## src/rtl/game_pkg.sv

```systemverilog
// Shared definitions for the game sequencer: state encoding, difficulty codes
// and the difficulty-to-round-length mapping.
package game_pkg;

  typedef enum logic [1:0] {
    MENU      = 2'b00,
    COUNTDOWN = 2'b01,
    GAME      = 2'b10,
    SCORE     = 2'b11
  } game_state_e;

  localparam logic [1:0] LVL_EASY   = 2'd0;
  localparam logic [1:0] LVL_NORMAL = 2'd1;
  localparam logic [1:0] LVL_HARD   = 2'd2;

  localparam logic [9:0] SCORE_MAX = 10'd1023;

  // Levels 2 and 3 both play the hard round length.
  function automatic logic [7:0] levelTime(input logic [1:0] lvl,
                                           input logic [7:0] tEasy,
                                           input logic [7:0] tNormal,
                                           input logic [7:0] tHard);
    case (lvl)
      LVL_EASY:   return tEasy;
      LVL_NORMAL: return tNormal;
      default:    return tHard;
    endcase
  endfunction

endpackage

```

## src/rtl/game_ctrl_sec_tick.sv

```systemverilog
// One-second tick generator: a one-cycle pulse after every CLK_HZ enabled
// cycles, restartable from zero with clr.
module sec_tick #(
  parameter int CLK_HZ = 100_000_000
) (
  input  logic clk,
  input  logic rst,
  input  logic clr,
  input  logic en,
  output logic tick
);

  localparam int CW = (CLK_HZ > 1) ? $clog2(CLK_HZ) : 1;
  localparam logic [CW-1:0] LAST = CW'(CLK_HZ - 1);

  logic [CW-1:0] count_q, count_d;

  // tick must not depend on clr: clr is derived from the next state, which uses tick.
  assign tick = en & (count_q == LAST);

  always_comb begin
    count_d = count_q;
    if (clr) begin
      count_d = '0;
    end else if (en) begin
      if (count_q == LAST) count_d = '0;
      else                 count_d = count_q + CW'(1);
    end
  end

  always_ff @(posedge clk or posedge rst) begin
    if (rst) count_q <= '0;
    else     count_q <= count_d;
  end

endmodule

```

## src/rtl/game_ctrl.sv

```systemverilog
// Top-level game sequencer: MENU -> COUNTDOWN -> GAME -> SCORE -> MENU, with
// round-length selection, countdown, saturating score and high-score tracking.
module game_ctrl
  import game_pkg::*;
#(
  parameter int CLK_HZ       = 100_000_000,
  parameter int COUNTDOWN_S  = 3,
  parameter int SCORE_HOLD_S = 5,
  parameter int TIME_EASY    = 60,
  parameter int TIME_NORMAL  = 45,
  parameter int TIME_HARD    = 30
) (
  input  logic       clk,
  input  logic       rst,
  input  logic       start_btn,
  input  logic [1:0] level_sel,
  input  logic       end_of_time,
  input  logic       hit,
  output logic [1:0] state_out,
  output logic [7:0] time_out,
  output logic [1:0] countdown,
  output logic [9:0] score,
  output logic [9:0] high_score,
  output logic       new_record
);

  localparam int HW = (SCORE_HOLD_S > 1) ? $clog2(SCORE_HOLD_S + 1) : 1;
  localparam logic [HW-1:0] HOLD_LAST = HW'(SCORE_HOLD_S - 1);
  localparam logic [1:0]    CD_INIT   = 2'(COUNTDOWN_S);

  game_state_e   state_q, state_d;
  logic          startPrev_q;
  logic [7:0]    roundTime_q, roundTime_d;
  logic [1:0]    countdown_q, countdown_d;
  logic [9:0]    score_q, score_d;
  logic [9:0]    highScore_q, highScore_d;
  logic          newRecord_q, newRecord_d;
  logic [HW-1:0] holdCnt_q, holdCnt_d;

  logic startRise;
  logic secTick;
  logic tickClr;
  logic tickEn;

  assign startRise = start_btn & ~startPrev_q;
  assign tickEn    = (state_q == COUNTDOWN) || (state_q == SCORE);
  assign tickClr   = (state_d != state_q);

  sec_tick #(
    .CLK_HZ (CLK_HZ)
  ) u_sec_tick (
    .clk  (clk),
    .rst  (rst),
    .clr  (tickClr),
    .en   (tickEn),
    .tick (secTick)
  );

  // Next-state and datapath updates; the high-score compare sees the score
  // including a hit that coincides with end_of_time.
  always_comb begin
    state_d     = state_q;
    roundTime_d = roundTime_q;
    countdown_d = countdown_q;
    score_d     = score_q;
    highScore_d = highScore_q;
    newRecord_d = newRecord_q;
    holdCnt_d   = holdCnt_q;

    case (state_q)
      MENU: begin
        if (startRise) begin
          roundTime_d = levelTime(level_sel, 8'(TIME_EASY), 8'(TIME_NORMAL), 8'(TIME_HARD));
          score_d     = '0;
          newRecord_d = 1'b0;
          countdown_d = CD_INIT;
          state_d     = COUNTDOWN;
        end
      end
      COUNTDOWN: begin
        if (secTick) begin
          if (countdown_q == 2'd1) begin
            countdown_d = 2'd0;
            state_d     = GAME;
          end else begin
            countdown_d = countdown_q - 2'd1;
          end
        end
      end
      GAME: begin
        if (hit && (score_q != SCORE_MAX)) score_d = score_q + 10'd1;
        if (end_of_time) begin
          state_d   = SCORE;
          holdCnt_d = '0;
          if (score_d > highScore_q) begin
            highScore_d = score_d;
            newRecord_d = 1'b1;
          end
        end
      end
      SCORE: begin
        if (startRise) begin
          state_d = MENU;
        end else if (secTick) begin
          if (holdCnt_q == HOLD_LAST) state_d = MENU;
          else                        holdCnt_d = holdCnt_q + HW'(1);
        end
      end
    endcase
  end

  // The edge register resets high so a button held through reset is not a start.
  always_ff @(posedge clk or posedge rst) begin
    if (rst) begin
      state_q     <= MENU;
      startPrev_q <= 1'b1;
      roundTime_q <= 8'(TIME_EASY);
      countdown_q <= '0;
      score_q     <= '0;
      highScore_q <= '0;
      newRecord_q <= 1'b0;
      holdCnt_q   <= '0;
    end else begin
      state_q     <= state_d;
      startPrev_q <= start_btn;
      roundTime_q <= roundTime_d;
      countdown_q <= countdown_d;
      score_q     <= score_d;
      highScore_q <= highScore_d;
      newRecord_q <= newRecord_d;
      holdCnt_q   <= holdCnt_d;
    end
  end

  assign state_out  = state_q;
  assign time_out   = roundTime_q;
  assign countdown  = countdown_q;
  assign score      = score_q;
  assign high_score = highScore_q;
  assign new_record = newRecord_q;

endmodule

```

## config.mk

```make
export PLATFORM = sky130hd
export DESIGN_NAME = game_ctrl
export DESIGN_NICKNAME = d
export VERILOG_FILES = /design/src/rtl/game_pkg.sv /design/src/rtl/game_ctrl_sec_tick.sv /design/src/rtl/game_ctrl.sv
export SDC_FILE = /design/constraint.sdc
export NUM_CORES = 1
export LEC_CHECK = 0
export ABC_AREA = 1
export CAP_MARGIN = 20
export CORE_MARGIN = 2
export CORE_UTILIZATION = 58
export CTS_CLUSTER_SIZE = 12
export DETAILED_ROUTE_END_ITERATION = 6
export PLACE_DENSITY = 0.89
export SYNTH_ARGS = -nofsm -noshare
export SYNTH_HDL_FRONTEND = slang
export SYNTH_SLANG_ARGS = --single-unit
```

## constraint.sdc

```tcl
create_clock -name clk -period 3.5 [get_ports clk]
set_input_delay 0.35 -clock clk [delete_from_list [all_inputs] [get_ports clk]]
set_output_delay 0.35 -clock clk [all_outputs]
set_load 0.02 [all_outputs]
```

==> metrics.md, run 1 <==
| Metric | Value |
|---|---|
| Port Buf Inserts | 35 |
| Synth top area share | approximately a third |
| Max cap viols | 0 |
| WP data required | roughly 3800 ps |
| Top cells by area, synth | dfrtp_1, nand2_1, inv_1 |
| DIE WIDTH | 87.79 µm |
| Insertion delay to the later sink of the worst-skew pair | 340 ps |
| #FFs+latches synth | 60 |
| Reg clk slew, reported paths | 70 ps |
| Relative max-transition margin | 36.11% |
| Most frequent cells after synthesis | nand2_1, inv_1, nor2_1 |
| Cell variety after synth | 36 |
| Hold_sp | start_btn |
| Mapped Area | 4071 µm² |
| Num CTS Buffers | 9 |
| Clk root buf | clkbuf_8 |
| Post-synth EDFFs | 0 |
| Area leader, netlist | dfrtp_1 |
| Core Rows | 30 |
| Gr ovfl total | 0 |
| Crit end category | flip-flop |
| GRT Total Usage | 28.10% |
| Count leader, synth | nand2_1 |
| Cts hold-fix bufs | 0 |
| Diodes inserted | 0 |
| Placed cell count | 685 |
| Crit path max-delay family | compound AO/OA/AOI/OAI gates |
| Max Freq | 329.2 MHz |
| Pre-CTS WS | 573.4 ps |
| Die Y | 87.79 µm |
| Final hold violation count | 0 |
| Worst hold endpoint | startPrev_q$_DFF_PP1_ |
| DPL Wire Length | 7121 µm |
| DR WL/cell | 14.30 µm |
| Clock Path Buffers | 2 |
| Post-CTS Setup Bufs | 0 |
| Slowest CP cell | dfrtp_1 |
| Post-route ant nets | 0 |
| Number of remaining DRC errors | 0 |
| Post_cts resized | 0 |
| Synth Flop Type | dfrtp_1 |
| Final GP Congestion | 0.9255 |
| CP max stage delay | 440 ps |
| Max Clock Skew | 7.930 ps |
| Area growth syn-to-layout | 13.64% |
| Max-slew violation count | 0 |
| Reg-to-Reg End | high_score[3]$_DFFE_PP0P_ |
| Initial antenna violation count | 0 |
| Critical R2R Launch | score[1]$_DFFE_PP0P_ |
| Vias in the first global route | 3840 |
| Die area | just under 8000 µm² |
| CTS tree | yes |
| CP most frequent cell | nor2_1 |
| DRT iter0 DRCs | 218 |
| FF-to-FF setup slack | 460 ps |
| Crit path time final | 3038 ps |
| Post-detailed-route via-to-cell ratio | 5.524 |
| Worst IR Drop VDD | a little over 0.0005 V |
| Class of the worst hold path | in -> reg |
| Post-Syn Instances | 568 |
| PD cells | 704.2 nW/µm² |
| I/O Pins | 40 |
| Unrepaired setup endpoints after global routing | no |
| Sequential-to-total area share from yosys stat | 36.97% |
| CP cell instances | ha_1, nand2_1, nor2_1, a21boi_0, buf_4, o21ai_0, inv_1, ha_1, nand2_1, nor2_1, o211ai_1, a31oi_1, buf_4, nor2_1, a21oi_1 |
| Setup ws final | 462.0 ps |
| Yosys warns | 0 |
| Leakage Power | 2.321 nW |
| Final cell count without fillers | 701 |
| Final #Nets | 622 |
| Status | finished clean |
| Clock sink count | 60 |
| Avg Inst Size Synth | 7.168 µm² |
| Endpoints failing setup | 0 |
| CP startpoint kind | flip-flop |
| Largest net degree at the start of global routing | 46 |
| Ys async rst share | 100.0% |
| Fraction of layout cells with a size suffix above 1 | 6.281% |
| DR pass1 iterations | 5 |
| DR vias | 3872 |
| First-pass GRT wire length | 17160 µm |
| Worst Path Arrival | 3300 ps |
| Slew @ Worst Pin | 957.3 ps |
| Initial core utilization | 59.93% |
| Period utilization | 86.80% |
| Final TNS setup | 0 ps |
| Htree depth | 3 |
| CP max FO | 14 |
| Core Footprint | 6794 µm² |
| Hold_ws | 455.8 ps |
| Fillcell total | 592 |
| Setup CP Type | reg -> reg |
| Min-Delay Path Depth | 1 |
| Worst reg2reg path depth | 15 |
| Worst Path Buf+Inv | 3 |
| Drt total wl | 10020 µm |
[metal layers]
layer	routed length, µm	share of wire (%)	track usage [%]
met1	4183	42	34.50
met2	5041	50	48.90
met3	556	5.5	4.241
met4	243	2.4	12.45
met5	0	0	0
[flip-flops by register name, indices dropped and copies added, names as in the netlist]
signal,flops
new_record,1
countdown,2
time_out,4
state_out,2
startPrev_q,1
u_sec_tick.count_q,27
score,10
holdCnt_q,3
high_score,10
[area by class of cell]
cell class	instances	area [µm²]	area share (%)
Clock buffer	11	131.4	2.839
Clock inverter	5	52.55	1.136
Inverter	79	299.0	6.463
Multi-Input combinational cell	409	2123	45.89
Sequential cell	60	1505	32.53
Tap cell	96	120.1	2.596
Timing Repair Buffer	41	395.4	8.545
[kinds of logic after synthesis]
group | share of synthesized area [%]
AOI/OAI and AO/OA | 6.976
and+or+nand+nor | 35.25
buffers and inverters | 11.06
other | 0.1845
xor gates and xnor gates | 4.948
adders and majority gates | 4.610
DFF | 36.97
[report_power, final]
group | internal, W | switching, W | leakage (nW) | total [W]
clock | 0.000326 | 0.000279 | 0.0931 | 0.000605
sequential | 0.000875 | 0.000200 | 0.783 | 0.00108
combinational | 0.000577 | 0.00100 | 1.44 | 0.00158
[how the worst max path moves through the flow]
stage | from | to | depth (start not counted)
final | score[1]$_DFFE_PP0P_ | high_score[3]$_DFFE_PP0P_ | 15
after global routing | score[0]$_DFFE_PP0P_ | high_score[6]$_DFFE_PP0P_ | 16
after CTS | score[0]$_DFFE_PP0P_ | high_score[7]$_DFFE_PP0P_ | 15
after detailed placement | score[0]$_DFFE_PP0P_ | high_score[7]$_DFFE_PP0P_ | 16
after global placement | score[0]$_DFFE_PP0P_ | high_score[9]$_DFFE_PP0P_ | 16
after floorplan | score[0]$_DFFE_PP0P_ | high_score[0]$_DFFE_PP0P_ | 15
[stage by stage]
step / total power [W] / utilization, % / instance area, µm²
global route: 0.003476 / 68.10 / 4627
floorplan: 0.002147 / - / 4079
global placement: 0.002569 / 65.40 / 4443
finish: 0.003258 / 68.10 / 4627
detailed placement: 0.002640 / 65.40 / 4443
CTS: 0.003256 / 68.10 / 4627
[placed cells by master (no fill, tap or decap), drive strengths merged, types with 2 or more instances in the layout]
master	n
nand2	151
inv	79
nor2	78
dfrtp	57
nand3	44
clkdlybuf4s50	35
nand4	34
o21ai	30
xor2	20
ha	15
a21oi	11
clkbuf	11
nor3	8
buf	6
conb	4
xnor2	3
clkinv	3
dfstp	3
o211ai	2
a31oi	2
o22ai	2
Note: power is estimated with default switching activity, not from simulation.
==> inputs of run 2 (changes only) <==
--- a/config.mk
+++ b/config.mk
@@ -7,7 +7,7 @@
 export LEC_CHECK = 0
 export ABC_AREA = 1
 export CAP_MARGIN = 20
-export CORE_MARGIN = 2
+export CORE_MARGIN = 1
 export CORE_UTILIZATION = 58
 export CTS_CLUSTER_SIZE = 12
 export DETAILED_ROUTE_END_ITERATION = 6
==> metrics.md, run 2 (synthesis gave the netlist of run 1 again) <==
| Metric | Value |
|---|---|
| Slew @ Worst Pin | 912.1 ps (was 957.3 ps) |
| DPL Wire Length | 6861 µm (was 7121 µm) |
| CP startpoint kind | flip-flop (unchanged) |
| Reg clk slew, reported paths | 80 ps (was 70 ps) |
| Area growth syn-to-layout | 14.72% (was 13.64%) |
| Pre-CTS WS | 513.7 ps (was 573.4 ps) |
| Worst IR Drop VDD | 0.0004749 V (was 0.0005169 V) |
| Clk root buf | clkbuf_8 (unchanged) |
| Final #Nets | 622 (unchanged) |
| Drt total wl | 9691 µm (was 10020 µm) |
| Register area | 1505 µm² (unchanged) |
| PD cells | 716.5 nW/µm² (was 704.2 nW/µm²) |
| Placed cell count | 685 (unchanged) |
| Vias in the first global route | 3722 (was 3840) |
| Crit end category | flip-flop (unchanged) |
| Fraction of layout cells with a size suffix above 1 | 6.446% (was 6.281%) |
| CP max FO | 14 (unchanged) |
| Slowest CP cell | dfrtp_1 (unchanged) |
| Initial core utilization | 59.93% (unchanged) |
| Final instance area | 4671 µm² (was 4627 µm²) |
| Max reg flops | 27 (unchanged) |
| Status | finished clean (unchanged) |
| P_int | 0.001887 W (was 0.001778 W) |
| Post_cts resized | 0 (unchanged) |
| DIE WIDTH | 85.79 µm (was 87.79 µm) |
| DR vias | 3795 (was 3872) |
| Final GP Congestion | 0.9508 (was 0.9255) |
| Htree depth | 3 (unchanged) |
| Hold_ws | 333.1 ps (was 455.8 ps) |
| Clock sink count | 60 (unchanged) |
| Final TNS setup | 0 ps (unchanged) |
| First-pass GRT wire length | 16800 µm (was 17160 µm) |
| Core Footprint | 6794 µm² (unchanged) |
| Clock Path Buffers | 2 (unchanged) |
| Post-CTS Setup Bufs | 0 (unchanged) |
| CTS tree | yes (unchanged) |
| Most frequent cells in the layout | nand2_1, inv_1, nor2_1 (unchanged) |
| Max cap viols | 0 (unchanged) |
| GRT Total Usage | 28.89% (was 28.10%) |
| Post-detailed-route via-to-cell ratio | 5.414 (was 5.524) |
| Max-slew violation count | 0 (unchanged) |
| Insertion delay to the later sink of the worst-skew pair | 350 ps (was 340 ps) |
| Endpoints failing setup | 0 (unchanged) |
| Worst Path Arrival | 3360 ps (was 3300 ps) |
| Largest net degree at the start of global routing | 40 (was 46) |
| Clock power frac | 21.5% (was 18.6%) |
| DR pass1 iterations | 6 (was 5) |
| Period utilization | 88.06% (was 86.80%) |
| Multi-input logic area | 2123 µm² (unchanged) |
| Number of remaining DRC errors | 0 (unchanged) |
| Worst Path Buf+Inv | 3 (unchanged) |
| Core Rows | 30 (unchanged) |
| WP data required | 3770 ps (about the same) |
| DR WL/cell | 13.82 µm (was 14.30 µm) |
| Crit path max-delay family | compound AO/OA/AOI/OAI gates (unchanged) |
| Setup ws final | 417.9 ps (was 462.0 ps) |
| Initial antenna violation count | 0 (unchanged) |
| Unrepaired setup endpoints after global routing | no (unchanged) |
| Gr ovfl total | 0 (unchanged) |
| Max Clock Skew | 11.48 ps (was 7.930 ps) |
| Final hold violation count | 0 (unchanged) |
| Class of the worst hold path | in -> async (was in -> reg) |
| Post-placement cell area | 4443 µm² (unchanged) |
| Combinational power share | 47.2% (was 48.4%) |
| Max Freq | 324.5 MHz (was 329.2 MHz) |
| Leakage Power | 2.341 nW (was 2.321 nW) |
| Cts hold-fix bufs | 0 (unchanged) |
| Die Y | 85.79 µm (was 87.79 µm) |
| DRT iter0 DRCs | 231 (was 218) |
| Register share of total power | 31.4% (was 33.0%) |
| Port Buf Inserts | 35 (unchanged) |
| CP most frequent cell | nand2_1 (was nor2_1) |
| Post-route ant nets | 0 (unchanged) |
| Largest Register | u_sec_tick.count_q (unchanged) |
| CP cell instances | ha_1, nand2_1, nor2_1, a21boi_0, buf_4, o21ai_0, inv_1, ha_1, nand2_1, o21bai_1, nand2_1, nand2_1, a31oi_1, buf_4, nor2_1, a21oi_1 (was ha_1, nand2_1, nor2_1, a21boi_0, buf_4, o21ai_0, inv_1, ha_1, nand2_1, nor2_1, o211ai_1, a31oi_1, buf_4, nor2_1, a21oi_1) |
| Setup CP Type | reg -> reg (unchanged) |
| Final cell count without fillers | 701 (unchanged) |
| I/O Pins | 40 (unchanged) |
| Sw Share | 43.63% (was 45.44%) |
| Crit path time final | 3082 ps (was 3038 ps) |
| CP max stage delay | 450 ps (was 440 ps) |
| Die area | 7359 µm² (was 7706 µm²) |
| Relative max-transition margin | 39.12% (was 36.11%) |
| Num CTS Buffers | 9 (unchanged) |
| Diodes inserted | 0 (unchanged) |
| Fillcell total | 574 (was 592) |
| Most common cell after layout, fill and taps aside | nand2_1 (unchanged) |
| P_sw | 0.001460 W (was 0.001480 W) |
## run 2: power groups by stage
stage / Combinational (W) / Sequential (W) / Clock [W]
global placement: 0.00152 / 0.00105 / 0
floorplan: 0.000937 / 0.00121 / 0
finish: 0.00158 / 0.00105 / 0.000719
detailed placement: 0.00157 / 0.00106 / 0
CTS: 0.00158 / 0.00105 / 0.000729
global route: 0.00175 / 0.00107 / 0.000754
## run 2: final cells by class
class	count	area share, %
clock buffer	12	3.322
sequential	60	32.23
multi-input combinational	409	45.46
timing repair buffer	41	8.465
tap	96	2.572
inverter	79	6.402
clock inverter	4	1.554
## run 2: per-stage QoR
stage | utilization (%) | total power (W)
floorplan | - | 0.002147
global placement | 65.40 | 0.002572
detailed placement | 65.40 | 0.002633
CTS | 68.75 | 0.003357
global route | 68.75 | 0.003575
finish | 68.75 | 0.003347
## run 2: metal layers
layer	routed length, µm	vias up	share of wire, %	global-route usage, %
li1	-	1871	-	-
met4	248	0	2.6	13.79
met3	538	23	5.6	4.331
met2	4906	133	51	50.69
met1	3998	1768	41	34.87
met5	0	-	0	0
## run 2: worst paths after layout
path | from | endpoint | slack (ps) | cells after the start
hold / removal | rst | high_score[6]$_DFFE_PP0P_ | 330 | 2
hold reg to reg | time_out[1]$_DFFE_PP0P_ | time_out[1]$_DFFE_PP0P_ | 480 | 2
max in group asynchronous | rst | time_out[4]$_DFFE_PP1P_ | 2280 | 3
setup reg to reg | score[0]$_DFFE_PP0P_ | high_score[3]$_DFFE_PP0P_ | 420 | 16
setup / recovery | score[0]$_DFFE_PP0P_ | high_score[3]$_DFFE_PP0P_ | 420 | 16
min in group clk | start_btn | startPrev_q$_DFF_PP1_ | 460 | 1
==> inputs of run 3 (changes only) <==
==> constraint.sdc (replaced) <==
create_clock -name clk -period 3.5 [get_ports clk]
set_input_delay 0.7 -clock clk [delete_from_list [all_inputs] [get_ports clk]]
set_output_delay 0.7 -clock clk [all_outputs]
set_load 0.02 [all_outputs]
==> metrics.md, run 3 (synthesis gave the netlist of run 1 again) <==
| Metric | Value |
|---|---|
| Largest net degree at the start of global routing | 34 (was 40) |
| Final TNS setup | 0 ps (unchanged) |
| Most common cell after layout, fill and taps aside | nand2_1 (unchanged) |
| Critical Path Start | score[0]$_DFFE_PP0P_ (unchanged) |
| CP most frequent cell | nor2_1 (was nand2_1) |
| First-pass GRT wire length | 16270 µm (was 16800 µm) |
| Leakage Power | 2.329 nW (was 2.341 nW) |
| Area growth syn-to-layout | 14.47% (was 14.72%) |
| Clock Path Buffers | 2 (unchanged) |
| PD cells | 701.5 nW/µm² (was 716.5 nW/µm²) |
| Num CTS Buffers | 9 (unchanged) |
| DR vias | 3845 (was 3795) |
| GRT Total Usage | 28.15% (was 28.89%) |
| Post-route ant nets | 0 (unchanged) |
| CTS tree | yes (unchanged) |
| Port Buf Inserts | 35 (unchanged) |
| Slowest CP cell | dfrtp_1 (unchanged) |
| Final cell count without fillers | 703 (was 701) |
| P_int | 0.001800 W (was 0.001887 W) |
| Max cap viols | 0 (unchanged) |
| Period utilization | 87.84% (was 88.06%) |
| Max-slew violation count | 0 (unchanged) |
| CP max FO | 14 (unchanged) |
| Reg clk slew, reported paths | 70 ps (was 80 ps) |
| Crit path time final | 3074 ps (was 3082 ps) |
| Reg-to-Reg End | high_score[9]$_DFFE_PP0P_ (was high_score[3]$_DFFE_PP0P_) |
| Max Freq | 325.3 MHz (was 324.5 MHz) |
| Vias in the first global route | 3601 (was 3722) |
| Die area | 7359 µm² (unchanged) |
| Register share of total power | 32.0% (was 31.4%) |
| Pre-CTS WS | 254.5 ps (was 513.7 ps) |
| Post-CTS Setup Bufs | 0 (unchanged) |
| Min-Delay Path Depth | 2 |
| Post-detailed-route via-to-cell ratio | 5.469 (was 5.414) |
| DR WL/cell | 13.56 µm (was 13.82 µm) |
| Cts hold-fix bufs | 0 (unchanged) |
| Final GP Congestion | 0.9602 (was 0.9508) |
| Die Y | 85.79 µm (unchanged) |
| Worst Path Arrival | 3350 ps (was 3360 ps) |
| Crit path to | high_score[9]$_DFFE_PP0P_ (was high_score[3]$_DFFE_PP0P_) |
| Core Footprint | 6794 µm² (unchanged) |
| Insertion delay to the later sink of the worst-skew pair | 350 ps (about the same) |
| Number of remaining DRC errors | 0 (unchanged) |
| Worst IR Drop VDD | 0.0004545 V (was 0.0004749 V) |
| Slew @ Worst Pin | 965.3 ps (was 912.1 ps) |
| Fraction of layout cells with a size suffix above 1 | 6.755% (was 6.446%) |
| Htree depth | 3 (unchanged) |
| Critical R2R Launch | score[0]$_DFFE_PP0P_ (unchanged) |
| Setup ws final | 425.6 ps (was 417.9 ps) |
| CP cell instances | ha_1, nand2_1, nor2_1, a21boi_0, buf_4, o21ai_0, inv_1, ha_1, nand2_1, nor2_1, o211ai_1, a31oi_1, buf_4, nor2_1, a21oi_1 (was ha_1, nand2_1, nor2_1, a21boi_0, buf_4, o21ai_0, inv_1, ha_1, nand2_1, o21bai_1, nand2_1, nand2_1, a31oi_1, buf_4, nor2_1, a21oi_1) |
| Relative max-transition margin | 35.57% (was 39.12%) |
| Drt total wl | 9534 µm (was 9691 µm) |
| Clock sink count | 60 (unchanged) |
| Unrepaired setup endpoints after global routing | no (unchanged) |
| Max reg flops | 27 (unchanged) |
| Max Clock Skew | 12.69 ps (was 11.48 ps) |
| Core Rows | 30 (unchanged) |
| Worst Path Buf+Inv | 3 (unchanged) |
| Initial core utilization | 59.93% (unchanged) |
| Initial antenna violation count | 0 (unchanged) |
| DIE WIDTH | 85.79 µm (unchanged) |
| DR pass1 iterations | 4 (was 6) |
| Crit path max-delay family | compound AO/OA/AOI/OAI gates (unchanged) |
| Clock power frac | 19.6% (was 21.5%) |
| Final #Nets | 624 (was 622) |
| Combinational power share | 48.4% (was 47.2%) |
| CP startpoint kind | flip-flop (unchanged) |
| WP data required | 3770 ps (about the same) |
| CP max stage delay | 470 ps (was 450 ps) |
| Post_cts resized | 0 (unchanged) |
| I/O Pins | 40 (unchanged) |
| Endpoints failing setup | 0 (unchanged) |
| Class of the worst hold path | reg -> reg (was in -> async) |
| Worst reg2reg path depth | 15 (was 16) |
| Clk root buf | clkbuf_8 (unchanged) |
| P_sw | 0.001469 W (was 0.001460 W) |
| Fillcell total | 573 (was 574) |
| DRT iter0 DRCs | 300 (was 231) |
| Sw Share | 44.94% (was 43.63%) |
| Crit end category | flip-flop (unchanged) |
| Gr ovfl total | 0 (unchanged) |
| Diodes inserted | 0 (unchanged) |
| Critical path depth | 15 (was 16) |
| Status | finished clean (unchanged) |
| DPL Wire Length | 6747 µm (was 6861 µm) |
| Final hold violation count | 0 (unchanged) |
| Setup CP Type | reg -> reg (unchanged) |
| FF-to-FF setup slack | 430 ps (was 420 ps) |
| Placed cell count | 687 (was 685) |
| Most frequent cells in the layout | nand2_1, inv_1, nor2_1 (unchanged) |
| Largest Register | u_sec_tick.count_q (unchanged) |
==> run 3: cell types whose count changed in the layout (fill, tap and decap cells not counted) <==
cell        previous run  this run
buf_4                  6         8
bufinv_16              2         1
clkbuf_8              11        10
clkinv_2               1         0
clkinv_4               0         1
clkinvlp_4             1         3
==> run 3: area by class of cell <==
cell class / count / area [µm²] / area share, %
sequential: 60 / 1505 / 32.30
clock buffer: 11 / 141.4 / 3.034
clock inverter: 5 / 61.31 / 1.315
inverter: 79 / 299.0 / 6.416
multi-input combinational: 409 / 2123 / 45.56
tap: 96 / 120.1 / 2.577
timing repair buffer: 43 / 410.4 / 8.805
==> run 3: worst min-delay path by stage <==
stage | slack (ps) | end | from
4_1_cts | 490 | time_out[1]$_DFFE_PP0P_ | time_out[1]$_DFFE_PP0P_
5_1_grt | 530 | time_out[4]$_DFFE_PP1P_ | time_out[4]$_DFFE_PP1P_
3_3_place_gp | 470 | time_out[1]$_DFFE_PP0P_ | time_out[1]$_DFFE_PP0P_
6_report | 490 | time_out[1]$_DFFE_PP0P_ | time_out[1]$_DFFE_PP0P_
3_5_place_dp | 480 | time_out[1]$_DFFE_PP0P_ | time_out[1]$_DFFE_PP0P_
2_1_floorplan | 480 | holdCnt_q[1]$_DFFE_PP0P_ | holdCnt_q[1]$_DFFE_PP0P_
==> run 3: worst min-delay path: stages, from the launching register on <==
cell and delay [ps]:
dfrtp_1 340, nand2_1 50, o21ai_0 60
==> run 3: metal layers <==
metal	vias up	part of all wire (%)	GRT usage [%]
li1	1878	-	-
met4	0	1.9	12.42
met1	1826	43	35.22
met3	14	4.7	4.331
met2	127	51	48.36
met5	-	0	0
==> run 3: stage by stage <==
stage | total power (W) | hold WS (ps) | area, µm² | util, %
4_1_cts | 0.003280 | 494.0 | 4661 | 68.60
2_1_floorplan | 0.002147 | 478.2 | 4079 | -
6_report | 0.003269 | 490.4 | 4661 | 68.60
3_5_place_dp | 0.002621 | 475.4 | 4458 | 65.62
3_3_place_gp | 0.002566 | 468.7 | 4458 | 65.62
5_1_grt | 0.003473 | 528.1 | 4661 | 68.60
==> run 3: power by group through the flow <==
stage          clock network (W)  registers, W  logic [W]
2_1_floorplan                  0       0.00121   0.000937
3_3_place_gp                   0       0.00105    0.00152
3_5_place_dp                   0       0.00106    0.00156
4_1_cts                 0.000656       0.00104    0.00158
5_1_grt                 0.000677       0.00107    0.00172
6_report                0.000642       0.00104    0.00158
